===== src/rtl/mips_pkg.sv =====
// Shared MIPS datapath constants: instruction width, opcode field position and common opcodes.
package mips_pkg;

  localparam int INSTR_W    = 32;
  localparam int OPCODE_MSB = 31;
  localparam int OPCODE_LSB = 26;

  localparam logic [5:0] OP_RTYPE = 6'b000000;
  localparam logic [5:0] OP_LW    = 6'b100011;
  localparam logic [5:0] OP_SW    = 6'b101011;
  localparam logic [5:0] OP_BEQ   = 6'b000100;

  localparam logic [INSTR_W-1:0] NOP_WORD = 32'h0000_0000;

endpackage


===== src/rtl/fetch_fifo.sv =====
// Generic synchronous FIFO; a push is visible at the head one cycle later (no bypass).
// Push into a full FIFO is accepted only alongside a pop; flush overrides push and pop.
module fetch_fifo #(
  parameter int WIDTH = 64,
  parameter int DEPTH = 2
) (
  input  logic                   clk,
  input  logic                   rst_n,
  input  logic                   push,
  input  logic [WIDTH-1:0]       push_data,
  input  logic                   pop,
  input  logic                   flush,
  output logic [$clog2(DEPTH):0] count,
  output logic                   empty,
  output logic [WIDTH-1:0]       head
);

  localparam int AW = $clog2(DEPTH);

  logic [WIDTH-1:0] mem [DEPTH];
  logic [AW-1:0]    wr_ptr;
  logic [AW-1:0]    rd_ptr;
  logic             full;
  logic             do_push;
  logic             do_pop;

  assign empty   = (count == '0);
  assign full    = (count == DEPTH[AW:0]);
  assign do_pop  = pop && !empty && !flush;
  assign do_push = push && !flush && (!full || do_pop);
  assign head    = mem[rd_ptr];

  always_ff @(posedge clk or negedge rst_n) begin
    if (!rst_n) begin
      wr_ptr <= '0;
      rd_ptr <= '0;
      count  <= '0;
    end else if (flush) begin
      wr_ptr <= '0;
      rd_ptr <= '0;
      count  <= '0;
    end else begin
      if (do_push) wr_ptr <= wr_ptr + 1'b1;
      if (do_pop)  rd_ptr <= rd_ptr + 1'b1;
      count <= count + (AW+1)'(do_push) - (AW+1)'(do_pop);
    end
  end

  // Storage needs no reset: empty gates every use of the head.
  always_ff @(posedge clk) begin
    if (do_push) mem[wr_ptr] <= push_data;
  end

  assert property (@(posedge clk) disable iff (!rst_n) !(push && full && !do_pop && !flush))
    else $error("fetch_fifo overflow");

endmodule


===== src/rtl/instr_fetch_unit.sv =====
// MIPS fetch front end: PC, credit-limited imem requests, redirect squash. Response-to-inst_valid is 1 cycle.
// Requests stop once outstanding + buffered reaches DEPTH; decode backpressure holds the buffer head.
module instr_fetch_unit
  import mips_pkg::*;
#(
  parameter int                ADDR_W   = 32,
  parameter logic [ADDR_W-1:0] RESET_PC = '0,
  parameter int                DEPTH    = 2
) (
  input  logic               clk,
  input  logic               rst_n,
  output logic               imem_req_valid,
  input  logic               imem_req_ready,
  output logic [ADDR_W-1:0]  imem_req_addr,
  input  logic               imem_rsp_valid,
  input  logic [INSTR_W-1:0] imem_rsp_data,
  input  logic               redirect_valid,
  input  logic [ADDR_W-1:0]  redirect_pc,
  output logic               inst_valid,
  input  logic               inst_ready,
  output logic [INSTR_W-1:0] inst_data,
  output logic [ADDR_W-1:0]  inst_pc,
  output logic [5:0]         inst_opcode
);

  localparam int CW = $clog2(DEPTH) + 1;
  localparam logic [CW:0] CREDITS = DEPTH[CW:0];

  logic                      run;
  logic [ADDR_W-1:0]         pc;
  logic [CW-1:0]             drop_cnt;
  logic [CW-1:0]             outstanding;
  logic [CW-1:0]             buf_count;
  logic                      buf_empty;
  logic                      shadow_empty;
  logic [ADDR_W-1:0]         rsp_pc;
  logic [INSTR_W+ADDR_W-1:0] buf_head;
  logic [CW:0]               credit_used;
  logic                      req_fire;
  logic                      rsp_keep;
  logic                      buf_pop;

  assign credit_used    = {1'b0, outstanding} + {1'b0, buf_count};
  assign imem_req_valid = run && (credit_used < CREDITS) && !redirect_valid;
  assign imem_req_addr  = pc;
  assign req_fire       = imem_req_valid && imem_req_ready;
  assign rsp_keep       = imem_rsp_valid && (drop_cnt == '0) && !redirect_valid;

  assign inst_valid  = !buf_empty && !redirect_valid;
  assign buf_pop     = inst_valid && inst_ready;
  assign inst_data   = buf_empty ? NOP_WORD : buf_head[INSTR_W+ADDR_W-1 -: INSTR_W];
  assign inst_pc     = buf_empty ? '0 : buf_head[ADDR_W-1:0];
  assign inst_opcode = inst_data[OPCODE_MSB:OPCODE_LSB];

  // run holds off the first request until the first edge after reset release.
  always_ff @(posedge clk or negedge rst_n) begin
    if (!rst_n) begin
      run      <= 1'b0;
      pc       <= RESET_PC;
      drop_cnt <= '0;
    end else begin
      run <= 1'b1;
      if (redirect_valid) begin
        pc       <= redirect_pc & {{(ADDR_W-2){1'b1}}, 2'b00};
        drop_cnt <= outstanding - {{(CW-1){1'b0}}, imem_rsp_valid};
      end else begin
        if (req_fire) pc <= pc + {{(ADDR_W-3){1'b0}}, 3'd4};
        if (imem_rsp_valid && (drop_cnt != '0)) drop_cnt <= drop_cnt - 1'b1;
      end
    end
  end

  // In-flight addresses; its occupancy is the outstanding-fetch count.
  fetch_fifo #(.WIDTH(ADDR_W), .DEPTH(DEPTH)) u_pc_shadow (
    .clk       (clk),
    .rst_n     (rst_n),
    .push      (req_fire),
    .push_data (pc),
    .pop       (imem_rsp_valid),
    .flush     (1'b0),
    .count     (outstanding),
    .empty     (shadow_empty),
    .head      (rsp_pc)
  );

  fetch_fifo #(.WIDTH(INSTR_W+ADDR_W), .DEPTH(DEPTH)) u_inst_buf (
    .clk       (clk),
    .rst_n     (rst_n),
    .push      (rsp_keep),
    .push_data ({imem_rsp_data, rsp_pc}),
    .pop       (buf_pop),
    .flush     (redirect_valid),
    .count     (buf_count),
    .empty     (buf_empty),
    .head      (buf_head)
  );

  assert property (@(posedge clk) disable iff (!rst_n) !(imem_rsp_valid && shadow_empty))
    else $error("imem response with no fetch in flight");

endmodule


===== config.mk =====
export PLATFORM = sky130hd
export DESIGN_NAME = instr_fetch_unit
export DESIGN_NICKNAME = d
export VERILOG_FILES = /design/src/rtl/mips_pkg.sv /design/src/rtl/fetch_fifo.sv /design/src/rtl/instr_fetch_unit.sv
export SDC_FILE = /design/constraint.sdc
export NUM_CORES = 1
export LEC_CHECK = 0
export ABC_AREA = 1
export CAP_MARGIN = 20
export CORE_MARGIN = 2
export CORE_UTILIZATION = 40
export CTS_CLUSTER_DIAMETER = 120
export DETAILED_ROUTE_END_ITERATION = 16
export GPL_ROUTABILITY_DRIVEN = 0
export PLACE_DENSITY = 0.66
export SYNTH_ARGS = -nofsm -noshare
export SYNTH_HDL_FRONTEND = slang
export SYNTH_HIERARCHICAL = 1
export SYNTH_SLANG_ARGS = --single-unit

===== constraint.sdc =====
create_clock -name clk -period 4.2 [get_ports clk]
set_input_delay 0.84 -clock clk [delete_from_list [all_inputs] [get_ports clk]]
set_output_delay 0.84 -clock clk [all_outputs]
set_load 0.02 [all_outputs]

==> out/results.ini <==
[status]
status = completed

[cts]
cts_made_buffers = 25
cts_num_sinks = 233
htree_levels = 1
post_cts_resize_count = 0
ctsHoldBuffers = 0
cts_tree = done
clk_pin_slew_ns = 0.06
cts_setup_buffers = 0
clockBufferDepth = 3
clkLatencyLatePin_ns = 0.51
cts_root_buf = clkbuf_16

[routing]
avgViaCountPerCell = 4.52
totalWireLength_um = 22100
drt_iter0_markers = 473
routed.top_layer = met4
drt-met1-wl_um = 9990
wire_per_inst_um = 13.5
vias = 7369
drc = 0
route.met2.wl_um = 10400
wl_met3_um = 1300
drt.antenna.violating_nets = 0
dr.pass1.iters = 5

[finish]
diodes = 0
final_util_pct = 51.5
area_growth_pct = 26.2
layout_common_cells = nand2_1 (437), edfxtp_1 (192), clkdlybuf4s50_1 (168)
num-nets-final = 1354
drive_gt1_share_pct = 7.03
final_common_cell = nand2_1

[die]
core_sq_um = 26100
rows = 59
dieArea_sq_um = 27900
die_height_um = 167
die_w_um = 167
ios = 174
start_util_pct = 40.8

[setup_path]
timing.rr.start = u_pc_shadow/count[0]
timing.rr.end = u_pc_shadow/mem[1][26]
cp.arrival_ns = 2.66
end_kind = output port
regToRegSetupSlack_ns = 1.63
startpoint_type = flop
worstPathRequired_ns = 3.36
worstSetupStartpoint = u_inst_buf/count[1]
critPathMaxStageDelay_ns = 0.59
cp_max_fo = 35
cp_cell_sequence = inv_1 > nand2_1 > inv_2 > buf_4 > nor2_1 > clkdlybuf4s50_1
cp_slowest_cell = clkdlybuf4s50_1
worstSetupPathType = flop to output port
worstSetupEndpoint = inst_pc[12]
ff2ff_path_depth = 11

[power]
leakagePower_nw = 5.60
ir_drop_v = 0.000221
powerDensity_nw_per_um2 = 412

[timing]
rsz0062_at_grt = false
tightest_slew_ns = 0.972
period_needed_ns = 3.50
fmax_mhz = 286
max_slew_margin_pct = 35.2
clock_skew_ns = 0.0121
fin_crit_sh_pct = 83.4
finalSetupViolations = 0
finalHoldViolations = 0
slew_viol_final = 0
fin_tns_setup_ns = 0

[global_routing]
grt_pass1_wl_um = 36200
antenna_found_initial = 0
grt_use_total_pct = 15.9
grt_overflow = 0
grt_pass1_vias = 7149
grt_max_degree = 66

[yosys]
yosysWarnings = 6
syn_avg_cell_area_sq_um = 9.62
syn_area_sq_um = 10600
netlist_instances = 1104

[placement]
io_buffers = 169
dp_hpwl_um = 14500

[job]
max_cap_violations = 0

[min_path]
hp-class = input pin to async pin

-- sequential cells by signal, indices dropped and copies added (netlist names) --
signal and count:
u_inst_buf/mem 128, u_pc_shadow/mem 64, imem_req_addr 30, drop_cnt 2
u_inst_buf/count 2, u_pc_shadow/count 2, run 1, u_inst_buf/rd_ptr 1
u_inst_buf/wr_ptr 1, u_pc_shadow/rd_ptr 1, u_pc_shadow/wr_ptr 1
-- power breakdown --
part           switching [mW]  internal (mW)  total (mW)
Combinational           0.334          0.254       0.588
Clock                   0.877           1.36        2.23
Sequential             0.0975           2.61        2.70
-- worst max-delay path, delay by kind of cell, from the launching register on --
kind | cells | cell delay (ns)
flops | 1 | 0.42
simple gates | 2 | 0.18
buf+inv | 4 | 1.51
-- metal layers --
metal / track usage, % / up-vias
li1: - / 3815
met2: 26.2 / 224
met5: 0 / -
met4: 4.42 / 0
met3: 2.66 / 32
met1: 21.8 / 3298
-- worst min path at each step --
| stage | from | to | slack (ns) | cells past startpoint |
|---|---|---|---|---|
| 6_report | rst_n | imem_req_addr[19] | 0.49 | 1 |
| 3_3_place_gp | u_pc_shadow/mem[0][0] | u_inst_buf/mem[0][0] | 0.51 | 2 |
| 2_1_floorplan | u_pc_shadow/mem[0][0] | u_inst_buf/mem[0][0] | 0.50 | 2 |
| 4_1_cts | rst_n | imem_req_addr[25] | 0.50 | 1 |
| 3_5_place_dp | u_pc_shadow/mem[1][28] | u_inst_buf/mem[1][28] | 0.53 | 2 |
| 5_1_grt | rst_n | imem_req_addr[23] | 0.54 | 1 |
-- per-stage QoR --
| step | cell area, sq um | total power [mW] | instances | hold slack [ns] | setup WS [ns] |
|---|---|---|---|---|---|
| global placement | 12600 | 3.33 | 1584 | 0.514 | 0.946 |
| finish | 13400 | 5.53 | 1629 | 0.488 | 0.698 |
| CTS | 13400 | 5.59 | 1629 | 0.503 | 0.619 |
| floorplan | 10700 | 3.06 | 1114 | 0.504 | 0.418 |
| detailed placement | 12600 | 3.34 | 1584 | 0.528 | 0.941 |
| global route | 13400 | 5.78 | 1629 | 0.542 | 0.486 |
-- layout make-up --
| class | instances | area, sq um |
|---|---|---|
| Clock buffer | 34 | 699 |
| Clock inverter | 11 | 150 |
| Fill cell | 2305 | 12700 |
| Inverter | 135 | 514 |
| Multi-Input combinational cell | 700 | 3020 |
| Sequential cell | 233 | 6790 |
| Tap cell | 335 | 419 |
| Timing Repair Buffer | 181 | 1810 |
No activity file was read; power rests on OpenSTA's default activity.
